$ cat src/rtl/order_pkg.sv
// Shared definitions for the order gate controller.
// Holds the FSM state encoding, the side encoding and the default limit
// constants. The TLU top level and the bench use the same values.
package order_pkg;

  typedef enum logic [1:0] {
    IDLE     = 2'd0,
    ISSUE    = 2'd1,
    COOLDOWN = 2'd2,
    HALT     = 2'd3
  } ord_state_e;

  localparam logic SIDE_BUY  = 1'b1;
  localparam logic SIDE_SELL = 1'b0;

  localparam int PRICE_W          = 8;
  localparam int DEF_MAX_POS      = 4;
  localparam int DEF_COOLDOWN_CYC = 8;
  localparam int DEF_TIMEOUT_CYC  = 16;

endpackage

$ cat src/rtl/order_gate_ctrl_if.sv
// Downstream order handshake bundle.
//   order_valid : an order is being presented
//   order_ready : downstream accepts the order in a cycle where valid is high
//   order_side  : 1 = buy, 0 = sell
//   order_price : latched price of the order
// master = order source (the gate controller), slave = order consumer.
interface order_gate_ctrl_if;
  import order_pkg::*;

  logic               order_valid;
  logic               order_ready;
  logic               order_side;
  logic [PRICE_W-1:0] order_price;

  modport master (
    output order_valid,
    output order_side,
    output order_price,
    input  order_ready
  );

  modport slave (
    input  order_valid,
    input  order_side,
    input  order_price,
    output order_ready
  );

endinterface

$ cat src/rtl/order_gate_ctrl_sat_counter.sv
// Saturating up-counter.
//   clk, rst : clock and synchronous active-high reset
//   inc      : add one this cycle (ignored once the counter is all-ones)
//   count    : current value, sticks at all-ones
module sat_counter #(
  parameter int W = 16
) (
  input  logic         clk,
  input  logic         rst,
  input  logic         inc,
  output logic [W-1:0] count
);

  always_ff @(posedge clk) begin
    if (rst) begin
      count <= '0;
    end else if (inc && (count != '1)) begin
      count <= count + W'(1);
    end
  end

endmodule

$ cat src/rtl/order_gate_ctrl.sv
// Order gate between the TLU decision output and the order interface.
// Samples a buy/sell decision when sig_valid pulses, applies position limits,
// a post-order cooldown, an order timeout and a kill switch, and presents
// accepted decisions as single orders over a valid/ready handshake.
//   clk, rst             : clock, synchronous active-high reset
//   sig_valid            : decision qualifier (one-cycle pulse)
//   buy_in, sell_in      : decision bits, sampled with sig_valid
//   price_in             : price sampled with the decision
//   kill                 : level kill switch, forces HALT while high
//   ord                  : order handshake (master side)
//   position             : signed net position
//   drop_count           : saturating count of dropped decisions and timeouts
//   state_o              : FSM state encoding for debug
module order_gate_ctrl
  import order_pkg::*;
#(
  parameter int MAX_POS      = DEF_MAX_POS,
  parameter int COOLDOWN_CYC = DEF_COOLDOWN_CYC,
  parameter int TIMEOUT_CYC  = DEF_TIMEOUT_CYC,
  parameter int POS_W        = 8,
  parameter int CNT_W        = 16
) (
  input  logic                     clk,
  input  logic                     rst,
  input  logic                     sig_valid,
  input  logic                     buy_in,
  input  logic                     sell_in,
  input  logic [PRICE_W-1:0]       price_in,
  input  logic                     kill,
  order_gate_ctrl_if.master        ord,
  output logic signed [POS_W-1:0]  position,
  output logic [CNT_W-1:0]         drop_count,
  output logic [1:0]               state_o
);

  localparam int CD_W = (COOLDOWN_CYC > 1) ? $clog2(COOLDOWN_CYC) : 1;
  localparam int TO_W = (TIMEOUT_CYC > 1) ? $clog2(TIMEOUT_CYC) : 1;
  localparam logic [CD_W-1:0] CD_LOAD = CD_W'((COOLDOWN_CYC > 0) ? COOLDOWN_CYC - 1 : 0);
  localparam logic [TO_W-1:0] TO_LAST = TO_W'((TIMEOUT_CYC > 0) ? TIMEOUT_CYC - 1 : 0);
  localparam logic signed [POS_W-1:0] POS_MAX = POS_W'(MAX_POS);
  localparam logic signed [POS_W-1:0] POS_MIN = -POS_MAX;
  localparam logic signed [POS_W-1:0] POS_ONE = POS_W'(1);
  // With no cooldown a finished order returns straight to IDLE.
  localparam ord_state_e DONE_ST = (COOLDOWN_CYC > 0) ? COOLDOWN : IDLE;

  ord_state_e                state, state_nx;
  logic [CD_W-1:0]           cd_cnt, cd_cnt_nx;
  logic [TO_W-1:0]           to_cnt, to_cnt_nx;
  logic                      side_r, side_nx;
  logic [PRICE_W-1:0]        price_r, price_nx;
  logic signed [POS_W-1:0]   pos, pos_nx;
  logic                      has_dec;
  logic                      buy_ok;
  logic                      sell_ok;
  logic                      handshake;
  logic                      drop;

  assign has_dec   = sig_valid & (buy_in | sell_in);
  assign buy_ok    = buy_in & ~sell_in & (pos < POS_MAX);
  assign sell_ok   = sell_in & ~buy_in & (pos > POS_MIN);
  assign handshake = (state == ISSUE) & ord.order_ready;

  always_comb begin
    state_nx  = state;
    cd_cnt_nx = cd_cnt;
    to_cnt_nx = to_cnt;
    side_nx   = side_r;
    price_nx  = price_r;
    pos_nx    = pos;
    drop      = 1'b0;

    // Any decision arriving while busy or killed is lost.
    if (has_dec && ((state != IDLE) || kill)) begin
      drop = 1'b1;
    end

    case (state)
      IDLE: begin
        if (sig_valid && !kill) begin
          if (buy_ok || sell_ok) begin
            state_nx  = ISSUE;
            side_nx   = buy_ok ? SIDE_BUY : SIDE_SELL;
            price_nx  = price_in;
            to_cnt_nx = '0;
          end else if (has_dec) begin
            // conflict or limit reached
            drop = 1'b1;
          end
        end
      end
      ISSUE: begin
        if (handshake) begin
          pos_nx    = (side_r == SIDE_BUY) ? pos + POS_ONE : pos - POS_ONE;
          state_nx  = DONE_ST;
          cd_cnt_nx = CD_LOAD;
          to_cnt_nx = '0;
        end else if (to_cnt == TO_LAST) begin
          drop      = 1'b1;
          state_nx  = DONE_ST;
          cd_cnt_nx = CD_LOAD;
          to_cnt_nx = '0;
        end else begin
          to_cnt_nx = to_cnt + TO_W'(1);
        end
      end
      COOLDOWN: begin
        if (cd_cnt == '0) begin
          state_nx = IDLE;
        end else begin
          cd_cnt_nx = cd_cnt - CD_W'(1);
        end
      end
      HALT: begin
        cd_cnt_nx = '0;
        to_cnt_nx = '0;
        if (!kill) begin
          state_nx = IDLE;
        end
      end
      default: state_nx = IDLE;
    endcase

    // Kill overrides the next state but a same-cycle handshake has already
    // updated the position above.
    if (kill) begin
      state_nx = HALT;
    end
  end

  always_ff @(posedge clk) begin
    if (rst) begin
      state   <= IDLE;
      cd_cnt  <= '0;
      to_cnt  <= '0;
      side_r  <= 1'b0;
      price_r <= '0;
      pos     <= '0;
    end else begin
      state   <= state_nx;
      cd_cnt  <= cd_cnt_nx;
      to_cnt  <= to_cnt_nx;
      side_r  <= side_nx;
      price_r <= price_nx;
      pos     <= pos_nx;
    end
  end

  // Several drop sources in one cycle collapse into a single increment.
  sat_counter #(
    .W (CNT_W)
  ) u_drop_cnt (
    .clk   (clk),
    .rst   (rst),
    .inc   (drop),
    .count (drop_count)
  );

  assign ord.order_valid = (state == ISSUE);
  assign ord.order_side  = side_r;
  assign ord.order_price = price_r;
  assign position        = pos;
  assign state_o         = state;

endmodule
$ cat src/flat_wrapper.sv
// flat-port wrapper written by rule: the top's interface ports become plain ports
module order_gate_ctrl_flat import order_pkg::*;
#(
  parameter int MAX_POS      = DEF_MAX_POS,
  parameter int COOLDOWN_CYC = DEF_COOLDOWN_CYC,
  parameter int TIMEOUT_CYC  = DEF_TIMEOUT_CYC,
  parameter int POS_W        = 8,
  parameter int CNT_W        = 16
)
  (clk, rst, sig_valid, buy_in, sell_in, price_in, kill, position, drop_count, state_o, ord_order_valid, ord_order_side, ord_order_price, ord_order_ready);
  order_gate_ctrl_if ord_i ();
  input  logic clk;
  input  logic rst;
  input  logic sig_valid;
  input  logic buy_in;
  input  logic sell_in;
  input  logic [PRICE_W-1:0] price_in;
  input  logic kill;
  output logic signed [POS_W-1:0] position;
  output logic [CNT_W-1:0] drop_count;
  output logic [1:0] state_o;
  output wire logic [$bits(ord_i.order_valid)-1:0] ord_order_valid;
  output wire logic [$bits(ord_i.order_side)-1:0] ord_order_side;
  output wire logic [$bits(ord_i.order_price)-1:0] ord_order_price;
  input wire logic [$bits(ord_i.order_ready)-1:0] ord_order_ready;
  assign ord_order_valid = ord_i.order_valid;
  assign ord_order_side = ord_i.order_side;
  assign ord_order_price = ord_i.order_price;
  assign ord_i.order_ready = ord_order_ready;
  order_gate_ctrl #(.MAX_POS(MAX_POS), .COOLDOWN_CYC(COOLDOWN_CYC), .TIMEOUT_CYC(TIMEOUT_CYC), .POS_W(POS_W), .CNT_W(CNT_W)) u_core (.clk(clk), .rst(rst), .sig_valid(sig_valid), .buy_in(buy_in), .sell_in(sell_in), .price_in(price_in), .kill(kill), .ord(ord_i), .position(position), .drop_count(drop_count), .state_o(state_o));
endmodule
$ cat config.mk
export PLATFORM = sky130hd
export DESIGN_NAME = order_gate_ctrl_flat
export DESIGN_NICKNAME = d
export VERILOG_FILES = /design/src/rtl/order_pkg.sv /design/src/rtl/order_gate_ctrl_if.sv /design/src/rtl/order_gate_ctrl_sat_counter.sv /design/src/rtl/order_gate_ctrl.sv /design/src/flat_wrapper.sv
export SDC_FILE = /design/constraint.sdc
export NUM_CORES = 1
export LEC_CHECK = 0
export BUFFER_PORTS_ARGS = -buffer_cell sky130_fd_sc_hd__buf_2
export CORE_ASPECT_RATIO = 0.75
export CORE_UTILIZATION = 58
export DETAILED_ROUTE_END_ITERATION = 7
export PLACE_DENSITY_LB_ADDON = 0.25
export SLEW_MARGIN = 20
export SYNTH_ARGS = -nofsm -noshare
export SYNTH_HDL_FRONTEND = slang
export SYNTH_SLANG_ARGS = --single-unit
$ cat constraint.sdc
create_clock -name clk -period 4.79 [get_ports clk]
set_input_delay 0.2395 -clock clk [delete_from_list [all_inputs] [get_ports clk]]
set_output_delay 0.2395 -clock clk [all_outputs]
set_load 0.005 [all_outputs]
==> results.md, run 1 <==
- Largest net degree at the start of global routing: 51
- Clock transition at the registers of the reported paths: 0.08 ns
- Maxcap violations: 0
- Sequential share of the synthesized area: 37.2%
- Register area: 841 um2
- # IOs: 51
- Peak Freq: 427 MHz
- Core ar.: 0.00368 mm2
- Final Slew Violations: 0
- Total grt overflow: 0
- Global Route met1 Usage: 40.6%
- Die X: 74.1 um
- Final setup fails: 0
- Initial antenna violation count: 0
- Setup TNS Final: 0 ns
- Tmin final: 2.34 ns
- CTS max path bufs: 2
- CP Launch Type: register
- WL final: 5.03 mm
- Fillers: 309
- Die area: 0.00415 mm2
- Final hold slack: 0.168 ns
- Chip Height: 56.0 um
- Antenna cells: 0
- Antenna viol nets, final: 0
- FP Rows: 19
- DRC Markers: 0
- Synthesized area: 0.00226 mm2
- IO buf count: 50
- Grt met3 use: 5.07%
- Synth warnings: 0
- Leak pwr: 1.09 nW
- Number of synthesized flops with an enable pin: 0
- H-tree Lvls: 2
- Worst Path Max Fanout: 27
- CP Capture Type: register
- Global-route wire length before repair: 8.42 mm
- M2 GR Usage: 36.0%
- Syn nets: 308
- Area used by multi-input combinational logic: 0.00134 mm2
- DRT Pass-1 Iters: 4
- Hold-fix buffers, CTS: 0
- Hold Vio Cnt, Final: 0
- DR vias/cell: 5.66
- P per Cell Area: 276 mW/mm2
- Postcts setup bufs: 0
- Layout area overhead: 16.3%
- Final worst-path cycle share: 48.9%
- GR peak layer: met1
- Nets: 355
- VDD IR max: 235 uV
- Final Skew: 0.00858 ns
- Post-CTS sizing: 0
- Synth unique cells: 47
- Post-synth top flop: dfxtp_1
- Rel. slew slack: 41.5%
- DP HPWL: 3.52 mm
- RSZ-0062 raised after global routing: false
- Avg WL per Cell: 13.2 um
- Synth async-reset ratio: 0%
- Crit path DAT: 2.54 ns
- Syn Inst Count: 282
- #FFs+latches synth: 42
- CTS tree: done
- Clock Sinks: 42
- Routability cong.: 0.843
- Worst path required time: 4.98 ns
- Proportion of layout cells with a drive suffix above 1: 21.8%
- Vias in the first global route: 1794
- Outcome: completed
- Worst-Margin Slew: 0.877 ns
- Syn avg cell area: 8.01 um2
- Skew-Pair Late Insertion Delay: 0.30 ns
- Root Buffer: clkbuf_8
- Global Route Usage Sum: 26.2%
- Initial Util: 61.3%
- Core Util, Final: 71.3%
- Vias: 2161
- Critical path type: register to register
- CTS Buf Count: 5
- Hold crit path type: primary input to register
- Iteration-0 DRC Markers: 183
==> flip-flops by register name, indices dropped and copies added (netlist names) <==
| register | cells |
|---|---|
| u_core.to_cnt | 4 |
| u_core.position | 8 |
| u_core.cd_cnt | 3 |
| u_core.state_o | 2 |
| u_core.u_drop_cnt.count | 16 |
| u_core.ord.order_price | 8 |
| u_core.ord.order_side | 1 |
==> synthesized netlist by cell type (2+ instances only) <==
library cell	n	share of area (%)
dfxtp_1	42	37
nand2_1	37	6.1
a21oi_1	31	6.9
nor2_1	29	4.8
nand3_1	13	2.9
o21ai_0	13	2.9
ha_1	10	5.5
inv_1	10	1.7
clkbuf_1	8	1.3
mux2_2	6	3.0
nand4_1	6	1.7
nor2b_1	6	1.7
nor3_1	6	1.3
or4_1	6	2.0
o31ai_1	5	1.7
and2_1	4	1.1
nand2b_1	4	1.1
o211ai_1	4	1.3
and3_1	3	0.83
or3_1	3	0.83
xnor2_1	3	1.2
a211oi_1	2	0.66
a22oi_1	2	0.66
buf_2	2	0.44
mux2i_1	2	0.89
nor4b_1	2	0.78
o41ai_1	2	0.78
xor2_1	2	0.78
==> power breakdown <==
part / internal [mW] / total, mW / switching (mW) / leakage (nW)
clock network: 0.104 / 0.234 / 0.130 / 0.0408
logic: 0.0502 / 0.114 / 0.0641 / 0.708
registers: 0.362 / 0.377 / 0.0146 / 0.341
total: 0.516 / 0.725 / 0.208 / 1.09
==> cell usage in the layout (no fill, tap or decap), drive strengths merged, types with 2 or more instances in the layout <==
cell,n
nand4,6
o31ai,5
or4,6
nor3,6
mux2i,2
nor4b,2
a22oi,2
buf,50
inv,11
xor2,2
nor2,29
o21ai,14
dfxtp,42
ha,10
and2,4
mux2,6
nor2b,6
or3,4
a211oi,2
nand2b,4
o41ai,2
xnor2,3
clkbuf,5
clkinvlp,2
and3,4
o211ai,4
nand3,13
a21oi,31
nor3b,2
nand2,37
==> final timing paths <==
| kind | start | endpoint | slack, ns | cells past startpoint |
|---|---|---|---|---|
| setup / recovery | u_core.position[5] | u_core.u_drop_cnt.count[5] | 2.45 | 6 |
| setup reg to reg | u_core.position[5] | u_core.u_drop_cnt.count[5] | 2.45 | 6 |
| hold / removal | price_in[1] | u_core.ord.order_price[1] | 0.17 | 3 |
| hold reg to reg | u_core.ord.order_price[6] | u_core.ord.order_price[6] | 0.45 | 2 |
==> stage by stage <==
stage / worst slack (ns) / power, mW / instances / instance area (um2)
final: 2.45 / 0.725 / 382 / 2630
after global routing: 2.27 / 0.765 / 382 / 2630
after CTS: 2.48 / 0.728 / 382 / 2630
after detailed placement: 2.48 / 0.496 / 374 / 2530
after global placement: 2.53 / 0.494 / 374 / 2530
after floorplan: 2.78 / 0.463 / 282 / 2260
==> area by class of cell <==
class | instances | share of cell area (%)
flip-flops and latches | 42 | 32.0
multi-input cells | 220 | 51.0
well taps | 52 | 2.48
clock inverters | 3 | 0.905
clock buffers | 5 | 2.62
inverters | 10 | 1.43
repair buffers | 50 | 9.53
==> per-layer routing <==
metal | share of wire [%] | vias to the layer above
li1 | - | 1102
met1 | 51 | 995
met2 | 43 | 59
met3 | 5.7 | 5
met4 | 0.94 | 0
met5 | 0 | -
==> worst max-delay path, stage by stage (launching register included) <==
cell and delay, ns:
dfxtp_1 0.42, nand3_1 0.12, o32a_1 0.35, o21ai_0 0.13, and2_1 0.75, nor3_1 0.16, mux2_2 0.31
==> cells by family after synthesis <==
logic type                 count (synthesis)  synth area share [%]
DFF                                       42                  37.2
xor gates and xnor gates                   5                  1.94
muxes                                      8                  3.88
and+or+nand+nor                          129                  29.0
adders and majority gates                 11                  6.43
buffers and inverters                     20                  3.44
AOI/OAI and AO/OA                         67                  18.1
Note: power is estimated with default switching activity, not from simulation.
==> inputs of run 2 (changes only) <==
--- a/config.mk
+++ b/config.mk
@@ -5,9 +5,10 @@
 export SDC_FILE = /design/constraint.sdc
 export NUM_CORES = 1
 export LEC_CHECK = 0
+export ABC_AREA = 1
 export BUFFER_PORTS_ARGS = -buffer_cell sky130_fd_sc_hd__buf_2
 export CORE_ASPECT_RATIO = 0.75
-export CORE_UTILIZATION = 58
+export CORE_UTILIZATION = 50
 export DETAILED_ROUTE_END_ITERATION = 7
 export PLACE_DENSITY_LB_ADDON = 0.25
 export SLEW_MARGIN = 20
==> constraint.sdc (replaced) <==
create_clock -name clk -period 2 [get_ports clk]
set_input_delay 0.1 -clock clk [delete_from_list [all_inputs] [get_ports clk]]
set_output_delay 0.1 -clock clk [all_outputs]
set_load 0.005 [all_outputs]
==> results.md, run 2 <==
- H-tree Lvls: 2
- Worst-Margin Slew: 0.400 ns
- Cell Count Post-Placement: 459
- Post-synth top flop: dfxtp_1
- Global-route wire length before repair: 10.5 mm
- Layout area overhead: 17.6%
- Syn nets: 377
- Worst Path Max Fanout: 10
- #FFs+latches synth: 42
- Leak pwr: 1.35 nW
- Synth async-reset ratio: 0%
- RSZ-0062 raised after global routing: false
- Total grt overflow: 0
- Synth warnings: 0
- DRT Pass-1 Iters: 4
- FP Rows: 21
- Peak Freq: 544 MHz
- Register area: 842 um2
- R2r setup slk: 0.16 ns
- DP HPWL: 4.46 mm
- Global Route Usage Sum: 24.6%
- VDD IR max: 410 uV
- Nets: 437
- Cell taking the most area after synthesis: dfxtp_1
- Post-synth top area share: 33.7%
- Worst setup startpoint: u_core.u_drop_cnt.count[0]
- Clock Sinks: 42
- Vias in the first global route: 2263
- Initial Util: 54.0%
- Register with the highest flop count: u_core.u_drop_cnt.count
- Top cells by count, synth: nand2_1 (90), a21oi_1 (42), dfxtp_1 (42)
- Outcome: completed
- DRC Markers: 0
- DR vias/cell: 5.31
- Area used by multi-input combinational logic: 0.00146 mm2
- Synth top area cells: dfxtp_1 (34%), nand2_1 (14%), a21oi_1 (8.4%)
- Sequential share of the synthesized area: 33.7%
- Synth unique cells: 34
- Initial antenna violation count: 0
- WL final: 6.09 mm
- IO buf count: 50
- Core Util, Final: 63.5%
- Critical path type: register to register
- CTS max path bufs: 2
- Crit path to: u_core.u_drop_cnt.count[9]
- Final worst slack: 0.162 ns
- Largest net degree at the start of global routing: 34
- Proportion of layout cells with a drive suffix above 1: 20.9%
- Commonest non-fill, non-tap cells in the layout: nand2_1 (90), buf_2 (50), a21oi_1 (42)
- Vias: 2491
- Number of synthesized flops with an enable pin: 0
- Worst R2R Path Depth: 7
- CP Launch Type: register
- Routability cong.: 0.874
- Skew-Pair Late Insertion Delay: 0.30 ns
- Crit path DAT: 2.02 ns
- Root Buffer: clkbuf_8
- Non-Filler Instances: 469
- Max reg flops: 16
- Setup TNS Final: 0 ns
- Fillers: 419
- Commonest non-fill, non-tap cell in the layout: nand2_1
- Maxcap violations: 0
- Chip Height: 63.2 um
- CTS Buf Count: 5
- Worst R2R End: u_core.u_drop_cnt.count[9]
- Core ar.: 0.00462 mm2
- Die X: 83.6 um
- Antenna cells: 0
- Critical R2R Launch: u_core.u_drop_cnt.count[0]
- Hold crit path type: primary input to register
- Final Cell Area: 0.00294 mm2
- Final setup fails: 0
- Rel. slew slack: 73.1%
- Die area: 0.00528 mm2
- Placement Cell Area: 0.00283 mm2
- Antenna viol nets, final: 0
- Tmin final: 1.84 ns
- Hold depth: 3
- Final Slew Violations: 0
- Clock transition at the registers of the reported paths: 0.08 ns
- Top-count cell post-synth: nand2_1
- CTS tree: done
- Final Skew: 0.00771 ns
- CP Capture Type: register
- Syn avg cell area: 7.12 um2
- Iteration-0 DRC Markers: 183
- Synthesized area: 0.00250 mm2
- Hold Vio Cnt, Final: 0
- # IOs: 51
- Syn Inst Count: 351
- Final worst-path cycle share: 91.9%
- Worst slack, placed: 0.125 ns
- Worst path required time: 2.18 ns
- P per Cell Area: 609 mW/mm2
- Avg WL per Cell: 13.0 um
-- run 2: report_power, final --
part | switching [mW] | internal (mW) | total (mW)
combinational | 0.191 | 0.123 | 0.314
sequential | 0.0342 | 0.866 | 0.900
clock | 0.297 | 0.279 | 0.576
-- run 2: routing by layer --
metal	track usage (%)	wire, um	share of wire, %
met1	34.9	3060	50
met2	36.9	2550	42
met3	7.08	430	7.1
met4	6.14	41	0.67
met5	0	0	0
-- run 2: final cells by class --
class / count / area share, %
inverters: 35 / 4.47
clock buffers: 7 / 2.94
multi-input cells: 265 / 49.7
well taps: 57 / 2.43
clock inverters: 1 / 0.170
flip-flops and latches: 42 / 28.7
repair buffers: 62 / 11.6
-- run 2: logic make-up after synthesis --
logic type                 synth area share (%)
xor gates and xnor gates                   5.61
buffers and inverters                      8.32
DFF                                        33.7
AOI/OAI and AO/OA                          13.7
adders and majority gates                  5.81
and+or+nand+nor                            32.9
-- run 2: timing repair --
action                                  CTS  global route
buffers inserted                          0             1
hold buffers                              0             0
endpoints found under the setup margin    0            11
gates resized for setup                   0             3
-- run 2: critical path, cell delays in order (launching register included) --
cell and delay, ns:
dfxtp_1 0.42, ha_2 0.25, nand3_1 0.18, nor3_4 0.22, nand4_4 0.24, buf_4 0.24
nand4_1 0.10, a21oi_1 0.07
-- run 2: worst min path at each step --
stage                startpoint                         to
floorplan           price_in[0]  u_core.ord.order_price[0]
global placement    price_in[1]  u_core.ord.order_price[1]
detailed placement  price_in[4]  u_core.ord.order_price[4]
CTS                 price_in[5]  u_core.ord.order_price[5]
global route        price_in[2]  u_core.ord.order_price[2]
finish              price_in[5]  u_core.ord.order_price[5]
-- run 2: stage by stage --
step	power [mW]	hold WS [ns]
6_report	1.79	0.0411
3_5_place_dp	1.22	0.357
3_3_place_gp	1.22	0.351
4_1_cts	1.79	0.0376
5_1_grt	1.90	0.0350
2_1_floorplan	1.13	0.245
==> inputs of run 3 (changes only) <==
--- a/config.mk
+++ b/config.mk
@@ -10,7 +10,7 @@
 export CORE_ASPECT_RATIO = 0.75
 export CORE_UTILIZATION = 50
 export DETAILED_ROUTE_END_ITERATION = 7
-export PLACE_DENSITY_LB_ADDON = 0.25
+export PLACE_DENSITY = 0.77
 export SLEW_MARGIN = 20
 export SYNTH_ARGS = -nofsm -noshare
 export SYNTH_HDL_FRONTEND = slang
==> results.md, run 3 (same netlist as run 2, synthesis figures left out) <==
- CP peak stage delay: 0.47 ns
- Clock Sinks: 42
- FP Rows: 21
- Final hold slack: 0.0485 ns
- Total grt overflow: 0
- Root Buffer: clkbuf_8
- Clock share of power: 30.1%
- Final Cell Area: 0.00295 mm2
- Core ar.: 0.00462 mm2
- Antenna cells: 0
- Crit path max-delay family: adder cells
- Final worst-path cycle share: 88.0%
- Outcome: completed
- Net Sw Frac: 29.1%
- Initial Util: 54.0%
- Final setup fails: 0
- VDD IR max: 430 uV
- CTS max path bufs: 2
- Core Util, Final: 63.7%
- DR vias/cell: 5.31
- Commonest non-fill, non-tap cells in the layout: nand2_1 (90), buf_2 (50), a21oi_1 (42)
- Setup TNS Final: 0 ns
- Critical path cell sequence: inv_2 -> fa_1 -> nand3_1 -> nand3_1 -> nand2_1 -> nand2_1 -> a21oi_1 -> nor2_1 -> o21ai_0 -> inv_1
- Routability cong.: 0.892
- Layout area overhead: 18.0%
- Skew-Pair Late Insertion Delay: 0.29 ns
- Avg WL per Cell: 12.4 um
- DRC Markers: 0
- Iteration-0 DRC Markers: 160
- # IOs: 51
- Tmin final: 1.76 ns
- Vias in the first global route: 2315
- Cell Count Post-Placement: 465
- Hold depth: 3
- Worst Path Max Fanout: 7
- Commonest non-fill, non-tap cell in the layout: nand2_1
- Antenna viol nets, final: 0
- Switch Pwr: 506 uW
- IO buf count: 50
- Largest net degree at the start of global routing: 34
- Crit path DAT: 1.95 ns
- Peak Freq: 568 MHz
- Buf/Inv on CP: 2
- Clock transition at the registers of the reported paths: 0.08 ns
- Die area: 0.00528 mm2
- DRT Pass-1 Iters: 4
- Initial antenna violation count: 0
- Hold_sp: price_in[5]
- Max reg flops: 16
- Critical R2R Launch: u_core.ord.order_side
- Worst path required time: 2.19 ns
- R2r setup slk: 0.24 ns
- Max stage delay cell, worst path: fa_1
- Hold Vio Cnt, Final: 0
- Nets: 441
- Hold endpoint: u_core.ord.order_price[5]
- Register with the highest flop count: u_core.u_drop_cnt.count
- Critical path type: register to register
- WL final: 5.87 mm
- H-tree Lvls: 2
- Placement Cell Area: 0.00287 mm2
- Maxcap violations: 0
- DP HPWL: 4.38 mm
- Final Skew: 0.0112 ns
- Chip Height: 63.2 um
- Vias: 2504
- CTS Buf Count: 5
- Proportion of layout cells with a drive suffix above 1: 21.0%
- Final Slew Violations: 0
- Worst-Margin Slew: 0.370 ns
- Internal power: 1.24 mW
- Leak pwr: 1.36 nW
- Global-route wire length before repair: 10.5 mm
- CTS tree: done
- CP Capture Type: register
- CP Launch Type: register
- RSZ-0062 raised after global routing: false
- Die X: 83.6 um
- Worst R2R Path Depth: 10
- Hold crit path type: primary input to register
- Worst R2R End: u_core.position[6]
- Flop pwr share: 51.4%
- Rel. slew slack: 75.1%
- Non-Filler Instances: 472
- P per Cell Area: 591 mW/mm2
- Global Route Usage Sum: 23.9%
- Logic pwr share: 18.5%
[run 3: cell count changes in the layout (fill, tap and decap cells not counted), sizes merged]
cell    before  now
clkinv       2    1
buf         62   67
nand3       23   22
[run 3: timing repair]
item | in CTS | in global routing
hold buffers | 0 | 0
endpoints found under the setup margin | 0 | 1
buffers inserted | 0 | 0
gates resized for setup | 0 | 2
[run 3: worst max path at each step]
stage	startpoint	depth (start not counted)	end
floorplan	u_core.ord.order_side	10	u_core.position[6]
global placement	u_core.ord.order_side	10	u_core.position[6]
detailed placement	u_core.ord.order_side	10	u_core.position[6]
CTS	u_core.ord.order_side	10	u_core.position[6]
global route	u_core.position[1]	10	u_core.ord.order_price[2]
finish	u_core.ord.order_side	10	u_core.position[6]
[run 3: worst reg2reg max path, delay by kind of cell (launching register included)]
kind / cells / cell delay (ns)
AOI/OAI and AO/OA: 2 / 0.32
and+or+nand+nor: 5 / 0.37
DFF: 1 / 0.37
buffers and inverters: 2 / 0.14
adders and majority gates: 1 / 0.47
[run 3: cell type report]
type / count / area [um2]
fillers: 442 / 1680
multi-input cells: 264 / 1450
well taps: 57 / 71.3
inverters: 35 / 131
clock buffers: 7 / 76.3
flip-flops and latches: 42 / 842
repair buffers: 67 / 378
[run 3: per-layer routing]
layer	global-route usage (%)	vias up	part of all wire, %
met5	0	-	0
met4	4.45	0	0.60
met3	5.37	5	6.5
met2	37.9	92	42
met1	33.5	1118	51
li1	-	1289	-
[run 3: metrics by stage]
stage                     power, mW  setup slack (ns)
after global placement         1.22             0.222
after detailed placement       1.23             0.164
after global routing           1.85            0.0471
after floorplan                1.13             0.271
final                          1.74             0.239
after CTS                      1.75             0.142
[run 3: power groups by stage]
stage	Sequential, mW	Combinational [mW]	Clock, mW
2_1_floorplan	0.914	0.221	0
3_3_place_gp	0.913	0.311	0
3_5_place_dp	0.914	0.319	0
4_1_cts	0.894	0.321	0.530
5_1_grt	0.901	0.367	0.578
6_report	0.896	0.322	0.525
